<file path="config.mk">
export PLATFORM = sky130hd
export DESIGN_NAME = huff_decoder
export DESIGN_NICKNAME = d
export VERILOG_FILES = /design/src/rtl/huff_pkg.sv /design/src/rtl/huff_code_match.sv /design/src/rtl/huff_decoder.sv
export SDC_FILE = /design/constraint.sdc
export NUM_CORES = 1
export LEC_CHECK = 0
export ABC_AREA = 1
export ABC_CLOCK_PERIOD_IN_PS = 5000
export CORE_UTILIZATION = 30
export DETAILED_ROUTE_END_ITERATION = 16
export GPL_TIMING_DRIVEN = 0
export MAX_ROUTING_LAYER = met4
export PLACE_DENSITY = 0.55
export RECOVER_POWER = 50
export SETUP_SLACK_MARGIN = 0.15
export SKIP_LAST_GASP = 1
export SLEW_MARGIN = 15
export SYNTH_ARGS = -nofsm -noshare
export SYNTH_HDL_FRONTEND = slang
export SYNTH_SLANG_ARGS = --single-unit
export TNS_END_PERCENT = 10
</file>
<file path="constraint.sdc">
create_clock -name clk -period 5 [get_ports clk]
set_input_delay 1.5 -clock clk [delete_from_list [all_inputs] [get_ports clk]]
set_output_delay 1.5 -clock clk [all_outputs]
set_load 0.01 [all_outputs]
</file>
<file path="src/rtl/huff_pkg.sv">
// Shared Huffman definitions for huff_encoder / huff_decoder.
// Contents: table sizing constants, character type, table entry struct,
// decoder state enum, and a popcount helper for code masks.
package huff_pkg;
  localparam int MAX_CHAR_COUNT    = 3;
  localparam int MAX_STRING_LENGTH = 10;
  localparam int CODE_W            = MAX_CHAR_COUNT;
  localparam int LEN_W             = $clog2(CODE_W + 1);

  typedef logic [7:0] char_t;

  typedef struct packed {
    char_t             ch;
    logic [CODE_W-1:0] value;
    logic [CODE_W-1:0] mask;
  } huff_entry_t;

  typedef enum logic [1:0] {ST_IDLE, ST_DECODE, ST_FLUSH, ST_ERROR} dec_state_t;

  // Code length of an entry: masks are contiguous ones from bit 0.
  function automatic logic [LEN_W-1:0] popcnt(input logic [CODE_W-1:0] m);
    logic [LEN_W-1:0] p;
    p = '0;
    for (int i = 0; i < CODE_W; i++) p = p + LEN_W'(m[i]);
    return p;
  endfunction
endpackage

</file>
<file path="src/rtl/huff_code_match.sv">
// Combinational code lookup.
// tbl  : captured code table
// cand : candidate code, LSB-aligned (newest bit in bit 0)
// clen : candidate length in bits
// hit  : some entry matches (or single-symbol mode is active)
// ch   : character of the matching entry
module huff_code_match
  import huff_pkg::*;
(
  input  huff_entry_t       tbl [MAX_CHAR_COUNT],
  input  logic [CODE_W-1:0] cand,
  input  logic [LEN_W-1:0]  clen,
  output logic              hit,
  output char_t             ch
);
  always_comb begin
    int    nz;
    logic  masks_zero;
    char_t one_ch;
    hit        = 1'b0;
    ch         = '0;
    nz         = 0;
    masks_zero = 1'b1;
    one_ch     = '0;
    for (int i = 0; i < MAX_CHAR_COUNT; i++) begin
      if (tbl[i].ch != '0) begin
        nz     = nz + 1;
        one_ch = tbl[i].ch;
      end
      if (tbl[i].mask != '0) masks_zero = 1'b0;
    end
    // A one-character alphabet is sent as one arbitrary bit per character.
    if (masks_zero && nz == 1) begin
      hit = 1'b1;
      ch  = one_ch;
    end else begin
      for (int i = 0; i < MAX_CHAR_COUNT; i++) begin
        if (!hit && popcnt(tbl[i].mask) == clen &&
            (tbl[i].value & tbl[i].mask) == cand) begin
          hit = 1'b1;
          ch  = tbl[i].ch;
        end
      end
    end
  end
endmodule

</file>
<file path="src/rtl/huff_decoder.sv">
// Serial Huffman bitstream decoder.
// table_load + character/encoded_value/encoded_mask : capture code table
// bit_valid/bit_in/bit_last -> bit_ready           : one bit per cycle, MSB of code first
// char_valid/char_out <- char_ready                : decoded characters
// char_count : characters emitted this stream; done : clean end pulse; err : sticky error
module huff_decoder #(
  parameter int MAX_CHAR_COUNT    = huff_pkg::MAX_CHAR_COUNT,
  parameter int MAX_STRING_LENGTH = huff_pkg::MAX_STRING_LENGTH
) (
  input  logic                                      clk,
  input  logic                                      reset,
  input  logic                                      table_load,
  input  logic [MAX_CHAR_COUNT-1:0][7:0]            character,
  input  logic [MAX_CHAR_COUNT-1:0][MAX_CHAR_COUNT-1:0] encoded_value,
  input  logic [MAX_CHAR_COUNT-1:0][MAX_CHAR_COUNT-1:0] encoded_mask,
  input  logic                                      bit_valid,
  input  logic                                      bit_in,
  input  logic                                      bit_last,
  output logic                                      bit_ready,
  output logic                                      char_valid,
  output logic [7:0]                                char_out,
  input  logic                                      char_ready,
  output logic [$clog2(MAX_STRING_LENGTH+1)-1:0]    char_count,
  output logic                                      done,
  output logic                                      err
);
  import huff_pkg::huff_entry_t;
  import huff_pkg::dec_state_t;
  import huff_pkg::ST_IDLE;
  import huff_pkg::ST_DECODE;
  import huff_pkg::ST_FLUSH;
  import huff_pkg::ST_ERROR;

  localparam int CODE_W = MAX_CHAR_COUNT;
  localparam int LEN_W  = $clog2(CODE_W + 1);
  localparam int CNT_W  = $clog2(MAX_STRING_LENGTH + 1);

  huff_entry_t       tbl [MAX_CHAR_COUNT];
  dec_state_t        state;
  // A stored prefix is never longer than CODE_W-1: a CODE_W-bit miss is an error.
  logic [CODE_W-2:0] acc;
  logic [LEN_W-1:0]  len;
  logic [CODE_W-1:0] cand;
  logic [LEN_W-1:0]  nlen;
  logic              hit;
  logic [7:0]        hit_ch;
  logic              accept;

  assign cand      = {acc, bit_in};
  assign nlen      = len + LEN_W'(1);
  assign bit_ready = (state == ST_DECODE) && (!char_valid || char_ready);
  // A table load wins over a bit presented in the same cycle.
  assign accept    = bit_valid && bit_ready && !table_load;

  huff_code_match u_match (
    .tbl  (tbl),
    .cand (cand),
    .clen (nlen),
    .hit  (hit),
    .ch   (hit_ch)
  );

  always_ff @(posedge clk or posedge reset) begin
    if (reset) begin
      for (int i = 0; i < MAX_CHAR_COUNT; i++) tbl[i] <= '0;
      state      <= ST_IDLE;
      acc        <= '0;
      len        <= '0;
      char_valid <= 1'b0;
      char_out   <= '0;
      char_count <= '0;
      done       <= 1'b0;
      err        <= 1'b0;
    end else if (table_load) begin
      for (int i = 0; i < MAX_CHAR_COUNT; i++)
        tbl[i] <= '{ch: character[i], value: encoded_value[i], mask: encoded_mask[i]};
      state      <= ST_DECODE;
      acc        <= '0;
      len        <= '0;
      char_valid <= 1'b0;
      char_count <= '0;
      done       <= 1'b0;
      err        <= 1'b0;
    end else begin
      done <= 1'b0;
      if (char_valid && char_ready) char_valid <= 1'b0;
      case (state)
        ST_DECODE: begin
          if (accept) begin
            if (hit) begin
              acc <= '0;
              len <= '0;
              if (char_count == CNT_W'(MAX_STRING_LENGTH)) begin
                err   <= 1'b1;
                state <= ST_ERROR;
              end else begin
                // Loads over a character consumed this same cycle: no bubble.
                char_out   <= hit_ch;
                char_valid <= 1'b1;
                char_count <= char_count + CNT_W'(1);
                if (bit_last) state <= ST_FLUSH;
              end
            end else if (bit_last || nlen == LEN_W'(CODE_W)) begin
              err   <= 1'b1;
              state <= ST_ERROR;
            end else begin
              acc <= cand[CODE_W-2:0];
              len <= nlen;
            end
          end
        end
        ST_FLUSH: begin
          if (char_valid && char_ready) begin
            done  <= 1'b1;
            state <= ST_IDLE;
          end
        end
        ST_ERROR: char_valid <= 1'b0;
        default: ;
      endcase
    end
  end
endmodule

</file>
==> results of run 1 <==
==> logic make-up after synthesis <==
family / Yosys count
AND/OR/NAND/NOR: 274
buffers and inverters: 67
flip-flops: 63
AO/OA/AOI/OAI: 50
adder cells (fa/ha/maj): 8
XOR/XNOR: 7
==> cells in the final DEF (no fill, tap or decap), drive strengths merged <==
| cell | n |
|---|---|
| dlygate4sd3 | 9 |
| fa | 3 |
| o21a | 1 |
| nor3 | 2 |
| buf | 2 |
| o2111ai | 8 |
| nand4 | 5 |
| nand3 | 48 |
| o211ai | 2 |
| nand2 | 179 |
| a21oi | 2 |
| clkinvlp | 1 |
| and2 | 2 |
| nor2 | 34 |
| xor2 | 7 |
| nor4 | 2 |
| dfrtp | 63 |
| o21ai | 37 |
| clkbuf | 23 |
| clkdlybuf4s50 | 55 |
| ha | 5 |
| or2 | 2 |
| clkinv | 1 |
| inv | 56 |
==> routing by layer <==
metal | part of all wire [%] | vias to the layer above | global-route usage, %
met2 | 49 | 62 | 29.77
met5 | 0 | - | -
met3 | 4.4 | 11 | 4.192
li1 | - | 1647 | -
met1 | 45 | 1525 | 21.64
met4 | 1.2 | 0 | 4.865
==> stage by stage <==
step	total power [mW]	std cells	instance area, sq um	worst slack (ps)	hold slack [ps]
2_1_floorplan	1.127	469	3613	1782	442.2
3_3_place_gp	1.352	676	4433	706.6	465.4
3_5_place_dp	1.370	677	4463	716.8	470.2
4_1_cts	1.946	692	4722	700.6	484.8
5_1_grt	2.054	692	4698	654.5	522.5
6_report	1.912	692	4698	716.4	473.4
==> worst paths after layout <==
path / startpoint / to / slack [ps] / cells after the start
setup / recovery: char_ready / bit_ready / 720 / 4
hold / removal: char_out[3]$_DFFE_PP0P_ / char_out[3]$_DFFE_PP0P_ / 470 / 2
setup reg to reg: tbl[26]$_DFFE_PP0P_ / char_out[5]$_DFFE_PP0P_ / 2220 / 15
hold reg to reg: char_out[3]$_DFFE_PP0P_ / char_out[3]$_DFFE_PP0P_ / 470 / 2
max in group asynchronous: reset / tbl[4]$_DFFE_PP0P_ / 1710 / 3
min in group asynchronous: reset / tbl[38]$_DFFE_PP0P_ / 1640 / 2
==> cell type report <==
| class | instances | area, sq um | area share (%) |
|---|---|---|---|
| Clock inverter | 1 | 5.005 | 0.1065 |
| Tap cell | 143 | 178.9 | 3.808 |
| Buffer | 10 | 37.54 | 0.7989 |
| Timing Repair Buffer | 65 | 645.6 | 13.74 |
| Inverter | 57 | 217.7 | 4.634 |
| Sequential cell | 63 | 1577 | 33.56 |
| Clock buffer | 14 | 254.0 | 5.406 |
| Multi-Input combinational cell | 339 | 1783 | 37.95 |
==> where the power goes <==
group / total [mW] / switching, mW / internal [mW]
registers: 0.671 / 0.0783 / 0.593
logic: 0.679 / 0.406 / 0.274
clock network: 0.562 / 0.216 / 0.346
==> sequential cells by signal (all words and copies together) (netlist names) <==
name and cells:
state 2, acc 2, char_out 8, char_valid 1
err 1, len 2, char_count 4, done 1
tbl 42
==> worst max-delay path, stage by stage <==
cell and delay, ps:
clkdlybuf4s50_1 480, nor2_1 70, nor2_2 170, clkdlybuf4s50_1 560
==> synthesized netlist by cell type (3+ instances only) <==
cell,instances,share of area (%)
dfrtp_1,63,44
nand2_1,171,18
nand2_4,4,1.2
o2111ai_1,8,1.9
xor2_1,7,1.7
nor2_1,22,2.3
o21ai_0,28,3.9
inv_1,47,4.9
o21ai_2,4,0.97
nand2_2,4,0.69
ha_1,5,1.7
clkbuf_1,8,0.83
nand4_1,5,0.87
inv_2,9,0.93
nor2_2,7,1.2
fa_1,3,1.7
o21ai_1,4,0.55
nand3_1,42,5.8
nor2_4,4,1.2
nand3_2,4,1.1
==> metrics, run 1 <==
post-synthesis compound-gate area fraction under 10%; Post-Syn Instances around 470; clk slew on worst S/H paths roughly 50 ps; Post-DP HPWL between 7000 and 8000 um; CP required around 3500 ps; final worst-path cycle share around 86%; relative slew slack under 10%; CTS Buffer Depth 2; initial drt markers 135; failing checks design-rule violations; Layout Nets 602; final core utilization between 40% and 50%; Simple-Gate Fraction of Synth Area 35.56%; Synth warnings 0; Die Y-Extent about 110 um; Worst-Margin Slew about 1400 ps; mux cell area share after synthesis 0%; later-pin clock latency in the skew report around 330 ps; outcome finished, violations left; CTS tree yes; residual DRC count 5; final hold vios 0; DR pass1 iterations 10; worst vdd ir 0.0002557 V; I/O pin count 65; async set-reset flop share out of synthesis between 90% and 100%; GP Congestion a little under 0.9; pwr dens around 410 nW/um^2; leak pwr 2.280 nW; Adder-Cell Fraction of Synth Area approximately 3.4%; Clock Skew 6.703 ps; Die Span X approximately 110 um; TritonCTS sink count 63; pin count of the biggest net entering global routing 53; core footprint about 12000 sq um; DIE AREA around 12000 sq um; RSZ-0062 raised after global routing no; element type at the critical path start input port; share of layout cells above drive strength 1 roughly a tenth; Final setup viols 0; # Post-CTS Setup Buffers 0; ANT nets after route 0; initial antenna violation count 0; Vias approximately 3200; Yosys cell types 34; Layout area overhead 30.02%; crit-path max FO 2; Seq/Total Area, Yosys 43.63%; Post-Syn Area 3613 sq um; syn_nets roughly 530; synthesized flop and latch total between 60 and 70; Initial Utilization a little under a third; total gr overflow 0; maxcap violations 0; first-pass GRT wire length 16800 um; Post-synth EDFFs 0; top_reg_cell synth dfrtp_1; num rows 39; DR WL/cell between 10 and 15 um; FILL cells approximately 1200; # resized after CTS 0; H-tree depth 3; Num CTS Buffers 9; antenna cells 0; critical path arrival approximately 2800 ps; Final Max Tran Viols 0; FMAX about 230 MHz; cts hold-fix bufs 0; Vias/cell 4.689; All-Layer GR Usage 17.88%; post-synthesis xor/xnor area fraction under 10%; number of global-route vias before repair 3401; crit end category output pin; largest family of logic cells by synthesized area simple AND/OR/NAND/NOR gates; syn avg cell area 7.705 sq um; setup TNS 0 ps; Root Driver clkbuf_16; worst setup path class in -> out; IO buf count 64; Tmin final 4284 ps; HP Class reg -> reg; drt total wl around 10000 um
(Power assumes the default switching activity.)
==> run 2: changes to the inputs <==
--- a/config.mk
+++ b/config.mk
@@ -6,7 +6,6 @@
 export NUM_CORES = 1
 export LEC_CHECK = 0
 export ABC_AREA = 1
-export ABC_CLOCK_PERIOD_IN_PS = 5000
 export CORE_UTILIZATION = 30
 export DETAILED_ROUTE_END_ITERATION = 16
 export GPL_TIMING_DRIVEN = 0
==> results of run 2 <==
Same layout as run 1: the final DEF is identical, and so are final timing and power.
